`config.mk`:
```
export PLATFORM = sky130hd
export DESIGN_NAME = udp_pkt_gen
export DESIGN_NICKNAME = d
export VERILOG_FILES = /design/src/rtl/udp_pkt_gen.sv
export SDC_FILE = /design/constraint.sdc
export NUM_CORES = 1
export LEC_CHECK = 0
export BUFFER_PORTS_ARGS = -buffer_cell sky130_fd_sc_hd__buf_2
export CORE_ASPECT_RATIO = 0.6
export CORE_MARGIN = 8
export CORE_UTILIZATION = 60
export CTS_BUF_LIST = sky130_fd_sc_hd__clkbuf_2 sky130_fd_sc_hd__clkbuf_4 sky130_fd_sc_hd__clkbuf_8
export DETAILED_ROUTE_END_ITERATION = 8
export GPL_TIMING_DRIVEN = 0
export HOLD_SLACK_MARGIN = 0.08
export PLACE_DENSITY = 0.91
export SKIP_CTS_REPAIR_TIMING = 1
export SLEW_MARGIN = 20
export SYNTH_ARGS = -nofsm -noshare
export SYNTH_HDL_FRONTEND = slang
export SYNTH_SLANG_ARGS = --single-unit
```
`constraint.sdc`:
```
create_clock -name clk -period 5.4 [get_ports clk]
set_input_delay 0.27 -clock clk [delete_from_list [all_inputs] [get_ports clk]]
set_output_delay 0.27 -clock clk [all_outputs]
set_load 0.05 [all_outputs]
```
`src/rtl/udp_pkt_gen.sv`:
```
// udp_pkt_gen: periodic UDP packet source for the IP framing block.
// Emits an 8-byte UDP header followed by a generated payload, one byte per
// clk, framed by the start strobe. Payload modes: constant, increment,
// Galois LFSR (taps 8'hB8) and packet-counter sequence.
// Optional build macro UDP_CSUM_EN: adds a pre-pass state that computes the
// RFC 768 checksum before launch; without it the csum field is 16'h0000.
// Handshake: there is no ready; a packet launches only from WAIT while busy
// is low, and once launched it runs to completion regardless of busy/enable.
module udp_pkt_gen #(
    parameter logic [15:0] SRC_PORT    = 16'h1388,
    parameter logic [15:0] DST_PORT    = 16'h1770,
    parameter int          PAYLOAD_LEN = 22,
    parameter int          PERIOD      = 10_000_000,
    parameter logic [31:0] SRC_IP      = 32'hc0a80002,
    parameter logic [31:0] DST_IP      = 32'hc0a80003
) (
    input  logic        clk,
    input  logic        rst,
    input  logic        enable,
    input  logic [1:0]  mode,
    input  logic [7:0]  seed,
    input  logic        busy,
    output logic        start,
    output logic [7:0]  data,
    output logic [15:0] udp_len,
    output logic [31:0] pkt_cnt,
    output logic        done
);

    localparam logic [15:0] LEN16    = 16'(PAYLOAD_LEN + 8);
    localparam logic [10:0] PAY_LAST = 11'(PAYLOAD_LEN - 1);
    localparam logic [31:0] PER_LAST = 32'(PERIOD - 1);

    typedef enum logic [2:0] {
        S_IDLE,
        S_WAIT,
        S_LAUNCH,
        S_HDR,
        S_PAY,
        S_END
`ifdef UDP_CSUM_EN
        , S_CSUM
`endif
    } state_t;

    state_t      state;
    logic [31:0] per_cnt;
    logic [10:0] idx;       // header byte index in HDR, payload index in PAY/CSUM
    logic [1:0]  mode_q;
    logic [7:0]  seed_q;
    logic [31:0] cnt_q;     // pkt_cnt snapshot for sequence mode
    logic [7:0]  gen_q;     // generator value for the current payload index
    logic [7:0]  cur_byte;
    logic [15:0] csum_field;

    assign udp_len = LEN16;

    // First payload byte for a mode/seed pair (LFSR must never start at 0).
    function automatic logic [7:0] first_byte(input logic [1:0] m, input logic [7:0] s);
        logic [7:0] r;
        r = s;
        if (m == 2'd2 && s == 8'h00) r = 8'h01;
        return r;
    endfunction

    // Advance the generator by one payload byte.
    function automatic logic [7:0] next_gen(input logic [1:0] m, input logic [7:0] g);
        logic [7:0] r;
        case (m)
            2'd0:    r = g;
            2'd2:    r = {1'b0, g[7:1]} ^ (g[0] ? 8'hB8 : 8'h00);
            default: r = g + 8'd1;
        endcase
        return r;
    endfunction

    // Header byte k of the UDP header.
    function automatic logic [7:0] hdr_byte(input logic [2:0] k, input logic [15:0] cs);
        logic [7:0] r;
        case (k)
            3'd0:    r = SRC_PORT[15:8];
            3'd1:    r = SRC_PORT[7:0];
            3'd2:    r = DST_PORT[15:8];
            3'd3:    r = DST_PORT[7:0];
            3'd4:    r = LEN16[15:8];
            3'd5:    r = LEN16[7:0];
            3'd6:    r = cs[15:8];
            default: r = cs[7:0];
        endcase
        return r;
    endfunction

    // Payload byte for the current index: sequence mode overrides bytes 0..3.
    always_comb begin
        cur_byte = gen_q;
        if (mode_q == 2'd3 && idx < 11'd4) begin
            case (idx[1:0])
                2'd0:    cur_byte = cnt_q[31:24];
                2'd1:    cur_byte = cnt_q[23:16];
                2'd2:    cur_byte = cnt_q[15:8];
                default: cur_byte = cnt_q[7:0];
            endcase
        end
    end

`ifdef UDP_CSUM_EN
    // Pseudo-header plus UDP header (csum=0) folded into one constant.
    localparam logic [31:0] CSUM_BASE =
        32'(SRC_IP[31:16]) + 32'(SRC_IP[15:0]) + 32'(DST_IP[31:16]) + 32'(DST_IP[15:0]) +
        32'h0000_0011 + 32'(LEN16) + 32'(SRC_PORT) + 32'(DST_PORT) + 32'(LEN16);

    logic [31:0] acc;
    logic [16:0] fold1;
    logic [15:0] fold2;
    logic [15:0] csum_fin;

    // Carry fold, complement, and map 0 to FFFF.
    always_comb begin
        fold1    = {1'b0, acc[15:0]} + {1'b0, acc[31:16]};
        fold2    = fold1[15:0] + {15'd0, fold1[16]};
        csum_fin = ~fold2;
        if (csum_fin == 16'h0000) csum_fin = 16'hFFFF;
    end
`else
    assign csum_field = 16'h0000;
`endif

    // Packet FSM with registered start/data/done/pkt_cnt.
    always_ff @(posedge clk) begin
        if (rst) begin
            state   <= S_IDLE;
            per_cnt <= '0;
            idx     <= '0;
            mode_q  <= '0;
            seed_q  <= '0;
            cnt_q   <= '0;
            gen_q   <= '0;
            start   <= 1'b0;
            data    <= '0;
            pkt_cnt <= '0;
            done    <= 1'b0;
`ifdef UDP_CSUM_EN
            acc        <= '0;
            csum_field <= '0;
`endif
        end else begin
            done <= 1'b0;
            case (state)
                S_IDLE: begin
                    if (!enable) begin
                        per_cnt <= '0;
                    end else if (per_cnt == PER_LAST) begin
                        per_cnt <= '0;
                        state   <= S_WAIT;
                    end else begin
                        per_cnt <= per_cnt + 32'd1;
                    end
                end
                S_WAIT: begin
                    if (!busy) begin
                        mode_q <= mode;
                        seed_q <= seed;
                        cnt_q  <= pkt_cnt;
                        gen_q  <= first_byte(mode, seed);
                        idx    <= '0;
`ifdef UDP_CSUM_EN
                        acc    <= CSUM_BASE;
                        state  <= S_CSUM;
`else
                        state  <= S_LAUNCH;
`endif
                    end
                end
`ifdef UDP_CSUM_EN
                S_CSUM: begin
                    if (idx == 11'(PAYLOAD_LEN)) begin
                        csum_field <= csum_fin;
                        gen_q      <= first_byte(mode_q, seed_q);
                        idx        <= '0;
                        state      <= S_LAUNCH;
                    end else begin
                        acc   <= acc + (idx[0] ? {24'd0, cur_byte} : {16'd0, cur_byte, 8'd0});
                        gen_q <= next_gen(mode_q, gen_q);
                        idx   <= idx + 11'd1;
                    end
                end
`endif
                S_LAUNCH: begin
                    start <= 1'b1;
                    idx   <= '0;
                    state <= S_HDR;
                end
                S_HDR: begin
                    data <= hdr_byte(idx[2:0], csum_field);
                    if (idx == 11'd7) begin
                        idx   <= '0;
                        state <= S_PAY;
                    end else begin
                        idx <= idx + 11'd1;
                    end
                end
                S_PAY: begin
                    data  <= cur_byte;
                    gen_q <= next_gen(mode_q, gen_q);
                    if (idx == PAY_LAST) begin
                        state <= S_END;
                    end else begin
                        idx <= idx + 11'd1;
                    end
                end
                S_END: begin
                    start   <= 1'b0;
                    done    <= 1'b1;
                    pkt_cnt <= pkt_cnt + 32'd1;
                    state   <= S_IDLE;
                end
                default: state <= S_IDLE;
            endcase
        end
    end

endmodule
```
# After elaboration in Yosys (flattened, before gate mapping)
# Cells that the tools add are included.
# totals
register_bits,130
input_bits,14
word_cells,79
out_inout_bits,58
# op_classes
muxes,23
add_sub_neg,4
bitwise,2
eq_ne,24
n_reduce_logical,15
n_lt_le_gt_ge,1
# ops
operator,n
"adder 32 x 1 -> 32 bit, second input constant",2
two-way mux 32 bit,2
one-hot mux 8 bit (2 select lines),3
one-hot mux 11 bit (4 select lines),1
one-hot mux 8 bit (5 select lines),1
two-way mux 11 bit,3
"equality test 32 x 24 -> 1 bit, second input constant",1
two-way mux 8 bit,4
one-hot mux 8 bit (3 select lines),1
two-way mux 3 bit,5
one-hot mux 3 bit (5 select lines),1
"inequality test 2 bit, second input constant",7
"equality test 3 x 2 -> 1 bit, second input constant",4
"adder 11 x 1 -> 11 bit, second input constant",1
"equality test 11 x 3 -> 1 bit, second input constant",1
"equality test 11 x 5 -> 1 bit, second input constant",1
"< comparator 11 x 3 -> 1 bit, second input constant",1
"equality test 3 bit, second input constant",3
"adder 8 x 1 -> 8 bit, second input constant",1
"equality test 2 bit, second input constant",4
zero test 8 bit,1
bitwise XOR 7 x 8 -> 8 bit,1
"equality test 3 x 1 -> 1 bit, second input constant",2
zero test 3 bit,2
other kinds (11),16

# Longest topological paths before layout
# Gate-level depths: netlist (run 1).
# depth
word_depth,5
ltp_mapped,9
depth_no_buf,7

# Worst setup path before layout (run 1)
# No wires, ideal clock.
# synth_timing
path_kind,register to register
from,register pkt_cnt[5]
to,register pkt_cnt[19]
synth_period_minus_slack_ps,2156
stages_incl_launch_ff,6
t_arrival_ps,2096
setup_time_ps,61
path_slack_ps,3244
n_path_buf,0
cell_sequence,dfxtp_1 > nand4_1 > nor4_2 > nand4_1 > or3_1 > nand2_1
# synth_via
elab_chain_len,1
# synth_lines
element,line,source
"start, declared",26,"output logic [31:0] pkt_cnt,"
"start signal, assigned",214,pkt_cnt <= pkt_cnt + 32'd1;
adder 32 x 1 -> 32 bit,214,
# Every way passes these cells.
# A chain may end at the register's enable or synchronous reset.

# Worst setup path after layout (run 1)
# layout_timing
from,register per_cnt[0]
to,register per_cnt[22]
# layout_via
elab_chain_len,3
elab_cells_between_ends,4
cone_classes,add/sub: 1; eq/ne: 1; mux: 2
# layout_lines
element,line,source
"start, declared",47,logic [31:0] per_cnt;
"start signal, assigned",156,per_cnt <= per_cnt + 32'd1;
adder 32 x 1 -> 32 bit / equality test 32 x 24 -> 1 bit (equally long branches),"156, 152",
two-way mux 32 bit (*),152,end else if (per_cnt == PER_LAST) begin
two-way mux 32 bit (*),150,if (!enable) begin
# Every way passes the cells marked *; elsewhere a longest branch is shown, timed or not.

==> results.txt, run 1 <==
The TritonCTS buffer count came out at 17. The share of async-settable or async-resettable flops after synthesis is 0. The congestion estimate from routability-driven global placement came to about 1. The slew of the pin with the lowest slew margin came out at 0.977 ns. The worst register-to-register path ends at per_cnt[22]. Clock tree synthesis selected as its root buffer the cell sky130_fd_sc_hd__clkbuf_8. Counting cells, the worst reg-to-reg path comes to 9. The worst pin sits at a relative slew slack of 0.343.

Across every metal layer, demand over resource in global routing totals 0.255. The static leakage came out at between 2 and 3 nW. The clock network latency to the later pin of the worst-skew pair came out at 0.45 ns. The type of the tightest min-delay check is in -> reg. The number of failing hold endpoints at the final stage is 0. The largest area contributor in the netlist is sky130_fd_sc_hd__dfxtp_1. The core area came out at roughly 11000 um^2.

The startpoint-to-endpoint class of the critical path is reg -> reg. The violation count after the first detailed-route iteration came out at ~1.1k. The remaining antenna violation count is 0. The data required time of the worst path came out at 5.78 ns.

In the layout the commonest cells are sky130_fd_sc_hd__dfxtp_1, sky130_fd_sc_hd__nand2_1, sky130_fd_sc_hd__a21oi_1, sky130_fd_sc_hd__nor2_1, sky130_fd_sc_hd__buf_2. The summed area of non-filler cells in the final layout is about 7500 um^2. For hold timing, the worst endpoint is gen_q[5]. The startpoint identified for the worst register-to-register timing path is per_cnt[0]. IR analysis of the VDD net gives a maximum drop of around 0.00018 V.

Hold timing on the final database bottoms out at a slack of 0.119 ns. The final net count came out at about 950. The count of flip-flops with a built-in enable after synthesis came out at 0. For this run, the top clock speed supported by timing is between 300 and 400 MHz. The sequential element share of the synthesized area is 0.390.

Fill cells in the final layout number about 860. The startpoint identified for the worst hold timing path is seed[5]. The worst setup path is captured at a flip-flop. The run finished with clean final reports.

The floorplan has 29 rows. In this run the power density over the cells is 245 nW/um^2. The mapped netlist covers 6680 um^2.

Once placement finished, the instance area stood at 7170 um^2. The most common cell after layout, fill and taps aside is sky130_fd_sc_hd__dfxtp_1. 0 antenna diodes ended up in the layout. The most used flip-flop cell after synthesis is sky130_fd_sc_hd__dfxtp_1.

The clock tree from TritonCTS is yes. The minimum clock period came out at between 2 and 3 ns. The worst hold path depth is 3. The total congestion overflow came out at 0. The area share of the leading cell type in the synthesized netlist came out at 0.390. The DRC violation count after routing came out at 0. The synthesized area per cell came out at 7.97 um^2. The detailed-route via count came out at between 6k and 7k. For this design, the sink count on the clock tree is 130. Sorting the synthesized cells by area gives the leading types as sky130_fd_sc_hd__dfxtp_1, sky130_fd_sc_hd__nand2_1, sky130_fd_sc_hd__a21oi_1. The number of unique standard cell types used by synthesis is 67. The fraction of final layout cells sized beyond drive strength 1 is 0.138. The number of violations of the max-capacitance limit is 0. For this configuration, the core starts out at a cell density of 0.624.

The maximum number of buffers from clock root to sink is 2. The H-tree depth reported by CTS is 4. The post-detailed-route wirelength per cell came out at about 18 um. The count of port buffers added during placement came out at 54. The CTS clock-pin slew for the worst setup and hold paths came out at roughly 0.08 ns. The first-pass GRT wire length came out at approximately 31000 um. The number of iterations in the first detailed-routing pass is 6. The HPWL reported at the end of detailed placement is between 10000 and 15000 um. The chip width came out at 152 um. The largest driver fanout on the critical path came out at 10.

For flop-to-flop paths, the worst setup slack is roughly 2.7 ns. The number of setup violations in the final report is 0. The launching element type of the critical path is a flip-flop. The final critical-path share of the clock period is 0.491.

The synthesized flop and latch total came out at between 100 and 150. The largest net degree at the start of global routing came out at 17. The number of max-slew violations in the final report came to 0. The total detailed-routing wirelength is roughly 19000 um. Setup repair after global routing left no endpoint under its margin. The Yosys step of the flow raised 0 warnings.

The worst clock skew on the final layout came out at 0.0180 ns. The initial antenna violation count came to 0. The arrival time at the worst endpoint is slightly above 3 ns. The floorplan step defined a die boundary enclosing ~15000 um^2. The layout overhead on the synthesized area is 13.0%.

The number of top-level design ports is 72. The number of global-route vias before repair came out at roughly 6k. The detail-routed via count per cell is ~6.3.

The aggregate negative setup slack came out at 0 ns. Synthesis handed over a netlist of between 800 and 900 instances. The height of the die is 97.7 um.

Measured on the finished design, the core utilization comes to 0.705.
-- cell families (layout without fill, tap and decap cells) --
kind of cell               count (synthesis)  in the layout  synth area share
and+or+nand+nor                          368            368             0.274
AOI/OAI and AO/OA                        199            199             0.189
DFF                                      130            130             0.390
buffers and inverters                     77            163            0.0553
xor gates and xnor gates                  35             35            0.0459
muxes                                     18             18            0.0281
adders and majority gates                  9              9            0.0169
other                                      2             16           0.00112
-- worst max-delay path, cell delays in order (launching register included) --
cell	delay, ns
sky130_fd_sc_hd__dfxtp_1	0.37
sky130_fd_sc_hd__ha_1	0.25
sky130_fd_sc_hd__and3_1	0.18
sky130_fd_sc_hd__clkbuf_1	0.18
sky130_fd_sc_hd__and3_1	0.20
sky130_fd_sc_hd__clkbuf_1	0.17
sky130_fd_sc_hd__a31oi_4	0.40
sky130_fd_sc_hd__clkbuf_1	0.53
sky130_fd_sc_hd__a21oi_1	0.14
sky130_fd_sc_hd__a31oi_1	0.16
-- per-layer routing --
metal  GRT usage  wire length [um]  up-vias
met5      0.0254                50        -
met3      0.0799              2590       35
met1       0.370              8750     3125
li1            -                 -     3167
met4      0.0863               318        2
met2       0.341              7540      460
-- metrics by stage --
stage	power [W]	setup WS (ns)	cells
after floorplan	0.00105	3.24	852
after detailed placement	0.00108	2.89	1045
after global placement	0.00107	2.90	1045
after global routing	0.00191	2.58	1077
after CTS	0.00185	2.86	1077
final	0.00185	2.75	1077
-- final cells by class --
class,instances,area (um^2),share of cell area
multi-input cells,645,3760,0.498
flip-flops and latches,130,2600,0.345
plain buffers,65,324,0.0430
repair buffers,54,270,0.0358
clock buffers,17,234,0.0310
well taps,139,174,0.0231
clock inverters,15,135,0.0179
inverters,12,45.0,0.00597
-- power by group --
| part | switching (W) | leakage [nW] | internal, W |
|---|---|---|---|
| Combinational | 0.0000693 | 1.56 | 0.0000241 |
| Clock | 0.000453 | 0.192 | 0.000340 |
| Sequential | 0.00000443 | 1.05 | 0.000961 |
| Total | 0.000527 | 2.80 | 0.00132 |
-- synth_stat cells (3+ instances only) --
| cell type | number |
|---|---|
| sky130_fd_sc_hd__a211oi_1 | 13 |
| sky130_fd_sc_hd__a21o_1 | 9 |
| sky130_fd_sc_hd__a21oi_1 | 81 |
| sky130_fd_sc_hd__a222oi_1 | 8 |
| sky130_fd_sc_hd__a311oi_1 | 3 |
| sky130_fd_sc_hd__a31oi_1 | 18 |
| sky130_fd_sc_hd__and2_1 | 7 |
| sky130_fd_sc_hd__and3_1 | 19 |
| sky130_fd_sc_hd__and4_1 | 6 |
| sky130_fd_sc_hd__buf_2 | 4 |
| sky130_fd_sc_hd__buf_4 | 16 |
| sky130_fd_sc_hd__clkbuf_1 | 41 |
| sky130_fd_sc_hd__dfxtp_1 | 130 |
| sky130_fd_sc_hd__ha_1 | 9 |
| sky130_fd_sc_hd__inv_1 | 11 |
| sky130_fd_sc_hd__mux2_2 | 6 |
| sky130_fd_sc_hd__mux2i_1 | 12 |
| sky130_fd_sc_hd__nand2_1 | 127 |
| sky130_fd_sc_hd__nand2b_1 | 6 |
| sky130_fd_sc_hd__nand3_1 | 32 |
| sky130_fd_sc_hd__nand3b_1 | 3 |
| sky130_fd_sc_hd__nand4_1 | 26 |
| sky130_fd_sc_hd__nor2_1 | 72 |
| sky130_fd_sc_hd__nor2b_1 | 8 |
| sky130_fd_sc_hd__nor3_1 | 17 |
| sky130_fd_sc_hd__nor3b_1 | 3 |
| sky130_fd_sc_hd__nor4_1 | 8 |
| sky130_fd_sc_hd__o211ai_1 | 7 |
| sky130_fd_sc_hd__o21ai_0 | 31 |
| sky130_fd_sc_hd__o21ai_1 | 3 |
| sky130_fd_sc_hd__o21ba_2 | 3 |
| sky130_fd_sc_hd__or3_1 | 18 |
| sky130_fd_sc_hd__or4_1 | 4 |
| sky130_fd_sc_hd__xnor2_1 | 13 |
| sky130_fd_sc_hd__xor2_1 | 22 |
-- worst max path at each step --
stage | from | to | slack [ns] | cells past startpoint
after CTS | per_cnt[0] | per_cnt[10] | 2.86 | 9
after global placement | per_cnt[0] | per_cnt[18] | 2.90 | 9
after detailed placement | per_cnt[0] | per_cnt[18] | 2.89 | 9
final | per_cnt[0] | per_cnt[22] | 2.75 | 9
after floorplan | pkt_cnt[5] | pkt_cnt[19] | 3.24 | 5
after global routing | per_cnt[0] | per_cnt[18] | 2.58 | 9
-- registers in the layout, summed over array words and instances (netlist names) --
name and cells:
cnt_q 32, per_cnt 32, pkt_cnt 32, idx 11, data 8, gen_q 8, state 3, mode_q 2
done 1, start 1
Note: power is estimated with default switching activity, not from simulation.
==> run 2, diff against run 1 <==
--- a/config.mk
+++ b/config.mk
@@ -8,12 +8,12 @@
 export BUFFER_PORTS_ARGS = -buffer_cell sky130_fd_sc_hd__buf_2
 export CORE_ASPECT_RATIO = 0.6
 export CORE_MARGIN = 8
-export CORE_UTILIZATION = 60
+export CORE_UTILIZATION = 55
 export CTS_BUF_LIST = sky130_fd_sc_hd__clkbuf_2 sky130_fd_sc_hd__clkbuf_4 sky130_fd_sc_hd__clkbuf_8
 export DETAILED_ROUTE_END_ITERATION = 8
 export GPL_TIMING_DRIVEN = 0
 export HOLD_SLACK_MARGIN = 0.08
-export PLACE_DENSITY = 0.91
+export PLACE_DENSITY = 0.88
 export SKIP_CTS_REPAIR_TIMING = 1
 export SLEW_MARGIN = 20
 export SYNTH_ARGS = -nofsm -noshare
==> constraint.sdc (replaced) <==
create_clock -name clk -period 2.3 [get_ports clk]
set_input_delay 0.115 -clock clk [delete_from_list [all_inputs] [get_ports clk]]
set_output_delay 0.115 -clock clk [all_outputs]
set_load 0.05 [all_outputs]
==> run 2 against run 1 <==
The flow now finishes with violations (design-rule violations). Setup slack worse by 2.7 ns. Largest power group unchanged. Critical endpoint is now data[6]. Sequential cell count did not move. Routed wire length up 3.0%. First-iteration DRC count is 17% lower. Register-to-register slack got worse by 2.7 ns. Combinational power grew 150%. Critical path type unchanged.
==> results.txt, run 2 (same netlist as run 1, synthesis figures left out) <==
The flow ran to the end, but the final reports show violations. The checks that failed: design-rule violations. The count of cells in the finished layout, fillers not included, comes to 1114. The largest registers in the layout are cnt_q x32, per_cnt x32, pkt_cnt x32.

The clock power share came out at 0.444. The static leakage is 2.91 nW. The overall power of the completed layout came out at 0.00449 W. The summed area of non-filler cells in the final layout came out at approximately 8000 um^2. Routability-driven placement finished with a final weighted congestion of just under 1. In the routed layout, each cell is associated on average with a via count of between 6 and 7. The cell count after placement came out at ~1.1k.

The fraction of final layout cells sized beyond drive strength 1 came out at 0.170. The maximum achievable frequency is approximately 430 MHz. Cell internal power was estimated by the tool at around 0.0034 W.

The power share of the combinational group came out at 0.052. Between clock sinks in the finished design, the worst skew comes to 0.0148 ns. During I/O placement, the number of pins put on the boundary was 72. The die covers 16000 um^2. The switching power is 0.00113 W. The number of failing hold endpoints at the final stage is 0.

From left edge to right edge, the die measures ~160 um. The part of the total power dissipated in sequential elements came out at 0.504. The HPWL reported at the end of detailed placement is between 10000 and 15000 um.

The core area came out at between 10000 and 15000 um^2. The worst hold path depth is 4. The critical path starts at idx[0]. The aggregate negative setup slack is 0 ns.

The final critical-path share of the clock period came out at 1.00. The layout overhead on the synthesized area is 17.0%. In the layout the commonest cells are sky130_fd_sc_hd__dfxtp_1, sky130_fd_sc_hd__nand2_1, sky130_fd_sc_hd__a21oi_1, sky130_fd_sc_hd__nor2_1, sky130_fd_sc_hd__buf_2. For the pin with the worst max-slew slack, the measured transition is around 0.87 ns. The maximum number of buffers from clock root to sink came out at 2.

The initial core utilization came out at 0.559. The largest vdd supply drop is between 0.0004 and 0.0005 V. The initial antenna violation count is 1.

The type of the tightest min-delay check is in -> reg. In this run the clock root is driven by a sky130_fd_sc_hd__clkbuf_8. The DRC violation count after routing is 1. The critical path in this run is classified as reg -> reg. The number of global-route vias before repair came to a little under 6k. Once placement finished, the instance area stood at around 7000 um^2. The kind of capture point of the worst setup path is a flip-flop. The clock network latency to the later pin of the worst-skew pair is 0.45 ns.

After the first detailed-routing iteration, the DRC count stood at around 900. The CTS clock-pin slew for the worst setup and hold paths is approximately 0.080 ns. The number of max-slew violations in the final report is 0. The remaining antenna violation count came out at 0. The arrival time at the worst endpoint is around 2.7 ns. The height of the die is between 100 and 150 um.

The clock tree from TritonCTS is yes. Setup violations remaining at the end of the flow were counted as 0. Of the total power, the share spent switching nets is 0.252. Summed over all layers, the routed wires come to 19800 um. Leaving out fill and tap cells, the most frequent cell in the layout is sky130_fd_sc_hd__dfxtp_1. The detailed-route via count came out at approximately 7k. The H-tree depth reported by CTS came out at 4. The total congestion overflow came out at 0.

The data required time of the worst path is 2.65 ns. In the global route stage, overall resource usage came out at 0.243. The minimum clock period is about 2.3 ns. The worst hold-check slack is roughly 0.048 ns. The start point of the worst min-delay path is busy.

The number of violations of the max-capacitance limit is 0. The first-pass GRT wire length came out at 30900 um. The number of iterations in the first detailed-routing pass came out at 9.

The count of port buffers added during placement came out at between 50 and 60. The worst register-to-register path begins at idx[0]. The floorplan has 31 rows. The worst slew margin relative to its limit is 0.412. The largest driver fanout on the critical path is 9. Setup repair after global routing could not meet its margin everywhere. The number of cells on the worst reg-to-reg path came out at 7. For this design, the sink count on the clock tree is 130.

The largest net degree at the start of global routing is 17. In this run the power density over the cells is around 580 nW/um^2. Buffers inserted during clock tree synthesis total 17. The post-detailed-route wirelength per cell came out at between 15 and 20 um.

The worst setup path is launched from a flip-flop. The final net count is 958.
-- run 2: changes by cell type in the layout (fill, tap and decap cells not counted), moves of 3 or more --
cell                            before  now
sky130_fd_sc_hd__o21ai_1             3    6
sky130_fd_sc_hd__clkbuf_1           41   30
sky130_fd_sc_hd__clkbuf_2            0    6
sky130_fd_sc_hd__clkinvlp_4          1    4
sky130_fd_sc_hd__o21ai_0            31   28
sky130_fd_sc_hd__dlygate4sd3_1       0    6
sky130_fd_sc_hd__inv_6               6    2
sky130_fd_sc_hd__buf_4              16   23
sky130_fd_sc_hd__inv_8               5    0
-- run 2: per-stage QoR --
step                 util  worst slack (ns)
floorplan               -             0.144
global placement    0.603            -0.180
detailed placement  0.603            -0.211
CTS                 0.637            -0.260
global route        0.654           -0.0521
finish              0.654           0.00109
-- run 2: layer usage --
layer	up-vias	share of wire	global-route usage
li1	3182	-	-
met1	3174	0.45	0.346
met2	434	0.41	0.335
met3	36	0.14	0.0839
met4	0	0.013	0.0721
met5	-	0	0
-- run 2: power by group through the flow --
stage / combinational (W) / sequential [W] / clock, W
final: 0.000232 / 0.00226 / 0.00200
after global routing: 0.000247 / 0.00227 / 0.00208
after CTS: 0.000209 / 0.00226 / 0.00200
after detailed placement: 0.000207 / 0.00232 / 0
after global placement: 0.000205 / 0.00232 / 0
after floorplan: 0.000151 / 0.00232 / 0
-- run 2: final timing paths --
kind | to | slack (ns)
setup / recovery | data[6] | 0.001
hold / removal | state[1] | 0.05
setup reg to reg | data[6] | 0.001
hold reg to reg | cnt_q[16] | 0.46
-- run 2: area by class of cell --
cell class / count / area, um^2
diodes: 1 / 2.50
plain buffers: 62 / 325
clock buffers: 20 / 269
clock inverters: 12 / 131
fillers: 1007 / 4130
inverters: 12 / 45.0
multi-input cells: 645 / 3830
flip-flops and latches: 130 / 2610
well taps: 165 / 206
repair buffers: 67 / 395
-- run 2: critical path: stages (launching register included) --
cell and delay [ns]:
sky130_fd_sc_hd__dfxtp_1 0.37, sky130_fd_sc_hd__inv_1 0.20, sky130_fd_sc_hd__ha_1 0.18, sky130_fd_sc_hd__clkbuf_1 0.43
sky130_fd_sc_hd__a222oi_1 0.17, sky130_fd_sc_hd__o21ai_0 0.43, sky130_fd_sc_hd__mux2i_1 0.17, sky130_fd_sc_hd__a211oi_1 0.25
==> run 3, diff against run 2 <==
--- a/config.mk
+++ b/config.mk
@@ -5,6 +5,7 @@
 export SDC_FILE = /design/constraint.sdc
 export NUM_CORES = 1
 export LEC_CHECK = 0
+export ABC_CLOCK_PERIOD_IN_PS = 2300
 export BUFFER_PORTS_ARGS = -buffer_cell sky130_fd_sc_hd__buf_2
 export CORE_ASPECT_RATIO = 0.6
 export CORE_MARGIN = 8
@@ -13,7 +14,7 @@
 export DETAILED_ROUTE_END_ITERATION = 8
 export GPL_TIMING_DRIVEN = 0
 export HOLD_SLACK_MARGIN = 0.08
-export PLACE_DENSITY = 0.88
+export PLACE_DENSITY = 0.75
 export SKIP_CTS_REPAIR_TIMING = 1
 export SLEW_MARGIN = 20
 export SYNTH_ARGS = -nofsm -noshare
==> run 3 against run 2 <==
The flow now finishes without violations. Sequential cell count stayed put. Non-clock buffer count down 2. Critical path depth shrank 1. Global-route usage down 0.33 points. Final area rose by 0.19%. Clock power rose by 7%. Hold slack got worse by 0.0025 ns. Largest cell class unchanged. Largest power group unchanged. Highest routed layer unchanged.
==> results.txt, run 3 (same netlist as run 1, synthesis figures left out) <==
The detailed-route via count came out at 6651. The detail-routed via count per cell is between 5 and 6. The data required time of the worst path came out at ~2.7 ns. The initial utilization of the core area, before any placement, comes to 0.559. Walking the worst path, the cells encountered are or4_1 > nor4_4 > buf_4 > a31oi_4 > buf_6 > a221o_1. In this run, the number of DRC markers left after iteration 0 of detailed routing was roughly 750. The worst clock skew on the final layout came out at about 0.016 ns. The number of clock sinks is 130.

The count of port buffers added during placement came out at 54. The library cell used most frequently in the layout, excluding fill and tap cells, is sky130_fd_sc_hd__dfxtp_1. The final instance count without filler cells is 1112.

At the end of the flow the core is filled with cells to 0.655. In this run the worst hold path is classified as in -> reg. The static leakage came out at roughly 2.9 nW.

The routability congestion estimate came out at 0.966. The number of max-slew violations in the final report is 0. The first-pass GRT wire length came out at a little over 30000 um. In this run the number of H-tree levels came out at 4. Setup repair after global routing could not meet its margin everywhere.

The number of violations of the max-capacitance limit is 0. The library cells used most frequently in the layout, excluding fill and tap cells, are sky130_fd_sc_hd__dfxtp_1, sky130_fd_sc_hd__nand2_1, sky130_fd_sc_hd__a21oi_1, sky130_fd_sc_hd__nor2_1, sky130_fd_sc_hd__buf_2. Data arrives at the worst endpoint at roughly 2.6 ns. The largest driver fanout on the critical path is 10. Buffers inserted during clock tree synthesis total 17. In the final layout, the share of cells above drive strength 1 is 0.168. The number of global-route vias before repair came to roughly 5.6k.

The global-route usage over all layers came out at 0.239. The family with the most delay on the worst path is simple AND/OR/NAND/NOR gates. The clock tree from TritonCTS is yes.

The largest net degree at the start of global routing came out at 17. The minimum clock period came out at between 2 and 2.5 ns. For the pin with the worst max-slew slack, the measured transition is 0.816 ns. The maximum cell stage delay along the critical path came out at around 0.59 ns. In the final routed layout, each cell accounts on average for between 15 and 20 um. The chip width is approximately 160 um. The worst setup path is launched from a flip-flop.

The number of failing hold endpoints at the final stage came to 0. The startpoint-to-endpoint class of the critical path is reg -> reg. The number of top-level design ports came out at 72.

The largest vdd supply drop came out at between 0.0003 and 0.0004 V. In this run the deepest clock path goes through 2 buffers. Global routing finished with a remaining overflow of 0. The core region is ~12000 um^2. The critical path buffer and inverter count is 2. The number of setup violations in the final report is 0. The worst slew margin relative to its limit is 0.456. The height of the die is between 100 and 150 um. The area growth from synthesis to layout is 17.2%. For this run, design rule violations remaining after detail routing come to 0. The worst setup path is captured at a flip-flop. The HPWL reported at the end of detailed placement is 14100 um. For this run, the top clock speed supported by timing is around 440 MHz. The run finished with clean final reports. The number of iterations in the first detailed-routing pass came out at 5. The row count is 31. Hold is met by 0.0455 ns. 0 antenna diodes ended up in the layout. The remaining antenna violation count is 0. Of the available clock period, the critical path in the final layout requires 0.994. The master cell of the clock root buffer is sky130_fd_sc_hd__clkbuf_8. The cell count after placement is roughly 1.1k.

The slowest stage cell on the critical path is sky130_fd_sc_hd__or4_1. The initial antenna violation count is 0. In this run the power density over the cells is about 590 nW/um^2. For this block, the routed nets add up to roughly 20000 um of wire. The CTS clock-pin slew for the worst setup and hold paths is ~0.090 ns. The final net count is between 900 and 1k. In the final layout, the registers with the most flip-flops are cnt_q x32, per_cnt x32, pkt_cnt x32. The area of the die came out at ~16000 um^2. The clock network latency to the later pin of the worst-skew pair came out at 0.46 ns.
==> run 3: metrics by stage <==
step	power, W	setup WS (ns)	TNS [ns]	cell area (um^2)
final	0.00464	0.0144	0	7830
after global routing	0.00478	-0.0494	-0.119	7830
after CTS	0.00463	-0.272	-4.40	7630
after detailed placement	0.00253	-0.266	-3.91	7210
after global placement	0.00253	-0.236	-3.68	7210
after floorplan	0.00247	0.144	0	6730
==> run 3: per-layer routing <==
layer,global-route usage,vias to the layer above,wire length (um)
met2,0.298,353,7290
met4,0.0476,0,178
li1,-,3174,-
met5,0,-,0
met1,0.379,3100,9790
met3,0.0746,24,2390
==> run 3: tightest hold or removal path: stages <==
cell                       delay, ns
sky130_fd_sc_hd__buf_2          0.10
sky130_fd_sc_hd__o311ai_1       0.10
sky130_fd_sc_hd__a21oi_1        0.14
==> run 3: path summary, 6_finish.rpt <==
| kind | startpoint | end | slack, ns | cells past startpoint |
|---|---|---|---|---|
| hold / removal | seed[0] | gen_q[0] | 0.05 | 3 |
| setup reg to reg | per_cnt[17] | per_cnt[26] | 0.01 | 6 |
| hold reg to reg | cnt_q[19] | cnt_q[19] | 0.46 | 2 |
| setup / recovery | per_cnt[17] | per_cnt[26] | 0.01 | 6 |
==> run 3: power by group <==
| part | switching (W) | internal [W] | leakage [nW] |
|---|---|---|---|
| Clock | 0.00104 | 0.00110 | 0.215 |
| Combinational | 0.000162 | 0.0000671 | 1.66 |
| Sequential | 0.00000928 | 0.00226 | 1.05 |
==> run 3: final cells by class <==
class	count	area (um^2)
fillers	1003	4120
multi-input cells	646	3840
flip-flops and latches	130	2600
repair buffers	66	375
plain buffers	61	325
clock buffers	17	234
well taps	165	206
clock inverters	15	193
inverters	12	45.0
